===== config.mk =====
export PLATFORM = sky130hd
export DESIGN_NAME = mem_stage_hs
export DESIGN_NICKNAME = d
export VERILOG_FILES = /design/src/rtl/mem_stage_pkg.sv /design/src/rtl/mem_wait_timer.sv /design/src/rtl/mem_stage_hs.sv
export SDC_FILE = /design/constraint.sdc
export NUM_CORES = 1
export LEC_CHECK = 0
export BUFFER_PORTS_ARGS = -buffer_cell sky130_fd_sc_hd__buf_2
export CORE_MARGIN = 10
export CORE_UTILIZATION = 45
export CTS_CLUSTER_SIZE = 25
export DETAILED_ROUTE_END_ITERATION = 8
export MAX_ROUTING_LAYER = met4
export PLACE_DENSITY_LB_ADDON = 0.05
export SETUP_SLACK_MARGIN = 0.2
export SLEW_MARGIN = 15
export SYNTH_ARGS = -nofsm -noshare
export SYNTH_HDL_FRONTEND = slang
export SYNTH_SLANG_ARGS = --single-unit

===== constraint.sdc =====
create_clock -name clk -period 2.4 [get_ports clk]
set_clock_uncertainty 0.2 [all_clocks]
set_input_delay 0 -clock clk [delete_from_list [all_inputs] [get_ports clk]]
set_output_delay 0 -clock clk [all_outputs]
set_load 0.05 [all_outputs]

===== src/rtl/mem_stage_pkg.sv =====
// Shared types and helpers for the MEM stage: FSM encoding, MEMWB control
// bundle and wait-counter sizing.
package mem_stage_pkg;

   typedef logic [0:0] state_t;
   localparam state_t IDLE = 1'b0;
   localparam state_t BUSY = 1'b1;

   localparam int unsigned DEFAULT_TIMEOUT = 64;

   // Wait counter must hold 0..TIMEOUT; a zero timeout still needs one bit.
   function automatic int cnt_width(input int unsigned timeout);
      return (timeout == 0) ? 1 : $clog2(timeout + 1);
   endfunction

   localparam int CNT_W = cnt_width(DEFAULT_TIMEOUT);

   typedef struct packed {
      logic wb_valid;
      logic reg_write;
      logic mem_to_reg;
      logic ret;
   } wb_ctrl_t;

endpackage


===== src/rtl/mem_wait_timer.sv =====
// Saturating wait counter for an outstanding memory request; flags the cycle
// in which the ack deadline expires without an ack.
module mem_wait_timer
   import mem_stage_pkg::*;
#(
   parameter int unsigned TIMEOUT = DEFAULT_TIMEOUT,
   parameter int          W       = cnt_width(TIMEOUT)
) (
   input  logic clk,
   input  logic rst,
   input  logic clr_i,
   input  logic busy_i,
   input  logic ack_i,
   output logic timeout_hit_o
);

   localparam logic [W-1:0] CNT_MAX = '1;
   localparam logic [W-1:0] LIMIT   = W'((TIMEOUT == 0) ? 0 : TIMEOUT - 1);
   localparam logic         ENABLED = (TIMEOUT != 0);

   logic [W-1:0] count_q;
   logic [W-1:0] count_d;

   always_comb begin
      count_d = count_q;
      if (clr_i) begin
         count_d = '0;
      end else if (busy_i && !ack_i && (count_q != CNT_MAX)) begin
         count_d = count_q + 1'b1;
      end
   end

   always_ff @(posedge clk) begin
      if (rst) begin
         count_q <= '0;
      end else begin
         count_q <= count_d;
      end
   end

   assign timeout_hit_o = ENABLED & busy_i & ~ack_i & (count_q == LIMIT);

endmodule


===== src/rtl/mem_stage_hs.sv =====
// MEM pipeline stage with req/ack memory handshake, pipeline stall while a
// request is outstanding, ack timeout, and the MEMWB register.
module mem_stage_hs
   import mem_stage_pkg::*;
#(
   parameter int          DATA_W  = 32,
   parameter int          ADDR_W  = 12,
   parameter int          REG_W   = 5,
   parameter int unsigned TIMEOUT = 64
) (
   input  logic              clk,
   input  logic              rst,
   input  logic              ex_valid,
   input  logic              reg_write_in,
   input  logic              mem_to_reg_in,
   input  logic              mem_read,
   input  logic              mem_write,
   input  logic              mem_src,
   input  logic              call_in,
   input  logic              ret_in,
   input  logic [REG_W-1:0]  dest_reg_in,
   input  logic [DATA_W-1:0] alu_addr,
   input  logic [ADDR_W-1:0] non_alu_addr,
   input  logic [DATA_W-1:0] mem_write_data,
   output logic              stall,
   output logic              mem_req,
   output logic              mem_we,
   output logic [ADDR_W-1:0] mem_addr,
   output logic [DATA_W-1:0] mem_wdata,
   input  logic              mem_ack,
   input  logic [DATA_W-1:0] mem_rdata,
   output logic              mem_err,
   output logic              wb_valid,
   output logic              reg_write_out,
   output logic              mem_to_reg_out,
   output logic              ret_out,
   output logic [REG_W-1:0]  dest_reg_out,
   output logic [DATA_W-1:0] alu_result_out,
   output logic [DATA_W-1:0] mem_read_data
);

   typedef struct packed {
      wb_ctrl_t          ctrl;
      logic [REG_W-1:0]  dest_reg;
      logic [DATA_W-1:0] alu_result;
      logic [DATA_W-1:0] read_data;
   } memwb_t;

   // Writeback fields parked while the request is outstanding.
   typedef struct packed {
      logic              reg_write;
      logic              mem_to_reg;
      logic              ret;
      logic              is_rd;
      logic [REG_W-1:0]  dest_reg;
      logic [DATA_W-1:0] alu_result;
   } req_t;

   logic              is_wr;
   logic              is_rd;
   logic              is_mem;
   logic [ADDR_W-1:0] addr_sel;
   logic              busy;
   logic              timeout_hit;
   logic              timer_clr;

   state_t            state_q, state_d;
   logic              mem_req_q, mem_req_d;
   logic              mem_we_q, mem_we_d;
   logic [ADDR_W-1:0] mem_addr_q, mem_addr_d;
   logic [DATA_W-1:0] mem_wdata_q, mem_wdata_d;
   req_t              cap_q, cap_d;
   memwb_t            wb_q, wb_d;

   assign is_wr    = mem_write | call_in;
   assign is_rd    = (mem_read | ret_in) & ~is_wr;
   assign is_mem   = ex_valid & (is_wr | is_rd);
   assign addr_sel = (mem_src | call_in) ? non_alu_addr : alu_addr[ADDR_W-1:0];

   assign busy      = (state_q == BUSY);
   assign timer_clr = (state_q == IDLE) & is_mem;

   mem_wait_timer #(
      .TIMEOUT (TIMEOUT)
   ) u_timer (
      .clk           (clk),
      .rst           (rst),
      .clr_i         (timer_clr),
      .busy_i        (busy),
      .ack_i         (mem_ack),
      .timeout_hit_o (timeout_hit)
   );

   always_comb begin
      state_d     = state_q;
      mem_req_d   = mem_req_q;
      mem_we_d    = mem_we_q;
      mem_addr_d  = mem_addr_q;
      mem_wdata_d = mem_wdata_q;
      cap_d       = cap_q;
      wb_d        = wb_q;
      case (state_q)
         IDLE: begin
            if (is_mem) begin
               state_d     = BUSY;
               mem_req_d   = 1'b1;
               mem_we_d    = is_wr;
               mem_addr_d  = addr_sel;
               mem_wdata_d = mem_write_data;
               cap_d       = '{reg_write: reg_write_in, mem_to_reg: mem_to_reg_in,
                               ret: ret_in, is_rd: is_rd, dest_reg: dest_reg_in,
                               alu_result: alu_addr};
               wb_d.ctrl.wb_valid  = 1'b0;
               wb_d.ctrl.reg_write = 1'b0;
            end else if (ex_valid) begin
               wb_d.ctrl       = '{wb_valid: 1'b1, reg_write: reg_write_in,
                                   mem_to_reg: mem_to_reg_in, ret: ret_in};
               wb_d.dest_reg   = dest_reg_in;
               wb_d.alu_result = alu_addr;
            end else begin
               wb_d.ctrl.wb_valid  = 1'b0;
               wb_d.ctrl.reg_write = 1'b0;
            end
         end
         BUSY: begin
            // Ack beats timeout; a timed-out access retires with zero data.
            if (mem_ack || timeout_hit) begin
               state_d         = IDLE;
               mem_req_d       = 1'b0;
               wb_d.ctrl       = '{wb_valid: 1'b1, reg_write: cap_q.reg_write,
                                   mem_to_reg: cap_q.mem_to_reg, ret: cap_q.ret};
               wb_d.dest_reg   = cap_q.dest_reg;
               wb_d.alu_result = cap_q.alu_result;
               if (mem_ack) begin
                  if (cap_q.is_rd) begin
                     wb_d.read_data = mem_rdata;
                  end
               end else begin
                  wb_d.read_data = '0;
               end
            end
         end
         default: begin
            state_d = IDLE;
         end
      endcase
   end

   always_ff @(posedge clk) begin
      if (rst) begin
         state_q     <= IDLE;
         mem_req_q   <= 1'b0;
         mem_we_q    <= 1'b0;
         mem_addr_q  <= '0;
         mem_wdata_q <= '0;
         cap_q       <= '0;
         wb_q        <= '0;
      end else begin
         state_q     <= state_d;
         mem_req_q   <= mem_req_d;
         mem_we_q    <= mem_we_d;
         mem_addr_q  <= mem_addr_d;
         mem_wdata_q <= mem_wdata_d;
         cap_q       <= cap_d;
         wb_q        <= wb_d;
      end
   end

   assign stall = ~rst & (((state_q == IDLE) & is_mem) |
                          (busy & ~mem_ack & ~timeout_hit));
   assign mem_err = ~rst & timeout_hit;

   assign mem_req   = mem_req_q;
   assign mem_we    = mem_we_q;
   assign mem_addr  = mem_addr_q;
   assign mem_wdata = mem_wdata_q;

   assign wb_valid       = wb_q.ctrl.wb_valid;
   assign reg_write_out  = wb_q.ctrl.reg_write;
   assign mem_to_reg_out = wb_q.ctrl.mem_to_reg;
   assign ret_out        = wb_q.ctrl.ret;
   assign dest_reg_out   = wb_q.dest_reg;
   assign alu_result_out = wb_q.alu_result;
   assign mem_read_data  = wb_q.read_data;

endmodule


==> metrics.txt <==
post-route clock period utilization=89.97%; async set-reset flop share out of synthesis=0%; max-slew violations=0; Clk network pwr share=37.7%; H-tree levels=4; clk sinks=168; Worst-path clk slew=60 ps; vias in the first global route=7007; initial antenna violation count=2; Worst EP arrival=1960 ps; FP Rows=42; worst-path fanout max=8; outcome=complete, no violations; post-route cell area=9758 µm²; slew margin rel.=38.27%; clock root cell=clkbuf_16; Die X=137.7 µm; most common cell after layout, fill and taps aside=buf_2; Warnings, synthesis=0; syn_area_per_cell=8.872 µm²; Core Box Area=13400 µm²; RSZ-0062 raised after global routing=true; wire per inst=17.91 µm; vias per cell=5.325; WHS=29.74 ps; Worst Setup End Kind=output port; Syn Std Cell Area=6237 µm²; Cells after Synth=703; Longest Clk Path Bufs=2; final critical-path required period=2159 ps; Slew @ Worst Pin=922.5 ps; PortBufs=244; Critical Path RT=2200 ps; Post-synth top flop=dfxtp_1; Die ar.=18970 µm²; layout cells sized above 1=30.32%; Initial Util=46.55%; CP delay by family, top=simple AND/OR/NAND/NOR gates; most frequent cells in the layout=buf_2, nand2_1, dfxtp_1; DRC marker count from the first detailed-route iteration=428; Max Cap Viol=0; setup violators final=0; Worst path max stage delay=420 ps; P_int=4.971 mW; Core Util, Final=72.82%; switching pwr=1.971 mW; Post-synth EDFFs=0; # DRC=0; Startpoint Class=register; Sequential Power Share=43.5%; sequential area share after synthesis=53.92%; post-route setup slack=240.8 ps; overall die height=137.7 µm; Post-Synthesis Net Count=828; CTS tree=built; PD cells=711.5 nW/µm²; Seq cells post-synth=168; fin nets=1198; Num CTS Buffers=17; slowest CP cell=dfxtp_1; Synth-to-Final Area Change=56.45%; Final Hold Vio Count=0; first-pass GRT wire length=35450 µm; Switching Share=28.40%; HP Class=in2reg; Distinct cells, synth=37; DP HPWL=14020 µm; Peak VDD IR=0.0004902 V; CP Class=reg2out; fill count=1012; largest net degree at the start of global routing=57; fmax=463.1 MHz; Setup WS pre-CTS=41.72 ps; post-route antenna net violation count=0; Critical path buffers and inverters=1; Pre-antenna DRT Iters=6; GRT Overall Usage=24.13%; DRT Wirelength=22620 µm; routed vias=6726; Clk Latency, worst-skew pair=420 ps; Pleak=4.414 nW; CP cell instances=ha_4, nand3_4, or3_4, nor3_2, buf_6; GPL Wtd Cong=0.7810; Setup TNS Final=0 ps; I/O pin total=245; combinational power share=18.8%; placed inst area=7625 µm²; total grt overflow=0
## tightest hold or removal path, cell delays in order
cell      delay (ps)
buf_2            110
nor2b_2          180
a21boi_0         160
mux2i_1           90
nor2_1            70
## flip-flops by register name, summed over array words and instances, names as in the netlist
| name | count |
|---|---|
| mem_read_data | 32 |
| ret_out | 1 |
| cap_q | 41 |
| busy | 1 |
| dest_reg_out | 5 |
| mem_we | 1 |
| mem_to_reg_out | 1 |
| mem_req | 1 |
| mem_wdata | 32 |
| u_timer.count_q | 7 |
| wb_valid | 1 |
| mem_addr | 12 |
| alu_result_out | 32 |
| reg_write_out | 1 |
## per-layer routing
metal	up-vias	part of all wire (%)	track usage, %
li1	3224	-	-
met2	271	52	40.77
met3	57	7.3	7.393
met1	3174	38	25.81
met4	0	2.8	10.08
met5	-	0	-
## cell usage after synthesis (all sizes together), types with 2 or more instances
master | instances | share of area [%]
o211a | 2 | 0.32
mux2i | 2 | 0.32
or3 | 5 | 0.50
nor4 | 2 | 0.20
nand2 | 203 | 12
o21ai | 15 | 1.3
nor2b | 2 | 0.20
a22o | 32 | 4.5
o31ai | 2 | 0.32
a311oi | 12 | 1.7
nand2b | 2 | 0.20
nor3 | 4 | 0.32
clkbuf | 38 | 2.3
nand3 | 2 | 0.24
a211oi | 2 | 0.24
nor2 | 23 | 1.4
o221a | 38 | 6.9
buf | 19 | 2.0
a21oi | 118 | 9.5
inv | 3 | 0.18
dfxtp | 168 | 54
## final cells by class
type | count | area (µm²) | share of cell area [%]
antenna | 2 | 5.005 | 0.05129
clock buffer | 23 | 457.9 | 4.693
clock inverter | 8 | 98.84 | 1.013
inverter | 3 | 11.26 | 0.1154
multi-input combinational | 476 | 2701 | 27.68
sequential | 168 | 3364 | 34.48
tap | 176 | 220.2 | 2.257
timing repair buffer | 407 | 2899 | 29.71
## worst paths after layout
kind / startpoint / to / slack, ps / depth (start not counted)
min reg2reg: mem_wdata[6] / mem_wdata[6] / 250 / 2
min: ex_valid / ret_out / 30 / 5
max reg2reg: u_timer.count_q[1] / alu_result_out[24] / 260 / 5
max: u_timer.count_q[1] / mem_err / 240 / 5
## per-stage QoR
| step | cells | power, mW |
|---|---|---|
| final | 1263 | 6.943 |
| after global routing | 1263 | 7.231 |
| after CTS | 1259 | 6.968 |
| after detailed placement | 1082 | 4.154 |
| after global placement | 1082 | 4.126 |
| after floorplan | 703 | 3.800 |
## kinds of logic (layout without fill, tap and decap cells)
logic type,after synthesis,in the layout,synth area share (%)
mux,2,2,0.3210
fa+ha+maj,1,1,0.2006
buf+inv,60,441,4.493
simple gates,245,245,15.59
other cells,0,2,0
compound gates,226,227,25.34
flops,168,168,53.92
xor+xnor,1,1,0.1404
## repair_timing
action                     in CTS  in global routing
hold endpoints to repair      166                  0
gates resized for setup         8                  6
pin swaps                       0                  0
setup endpoints to repair      40                 50
cloned                          1                  0
hold buffers                  143                  0
setup buffers                   2                  2
## power groups by stage
stage	registers (mW)	logic, mW	clock network, mW
floorplan	3.43	0.372	0
global placement	3.07	1.06	0
detailed placement	3.07	1.08	0
CTS	3.02	1.28	2.67
global route	3.04	1.39	2.80
finish	3.02	1.30	2.62
Power figures use the tool's default switching activity.
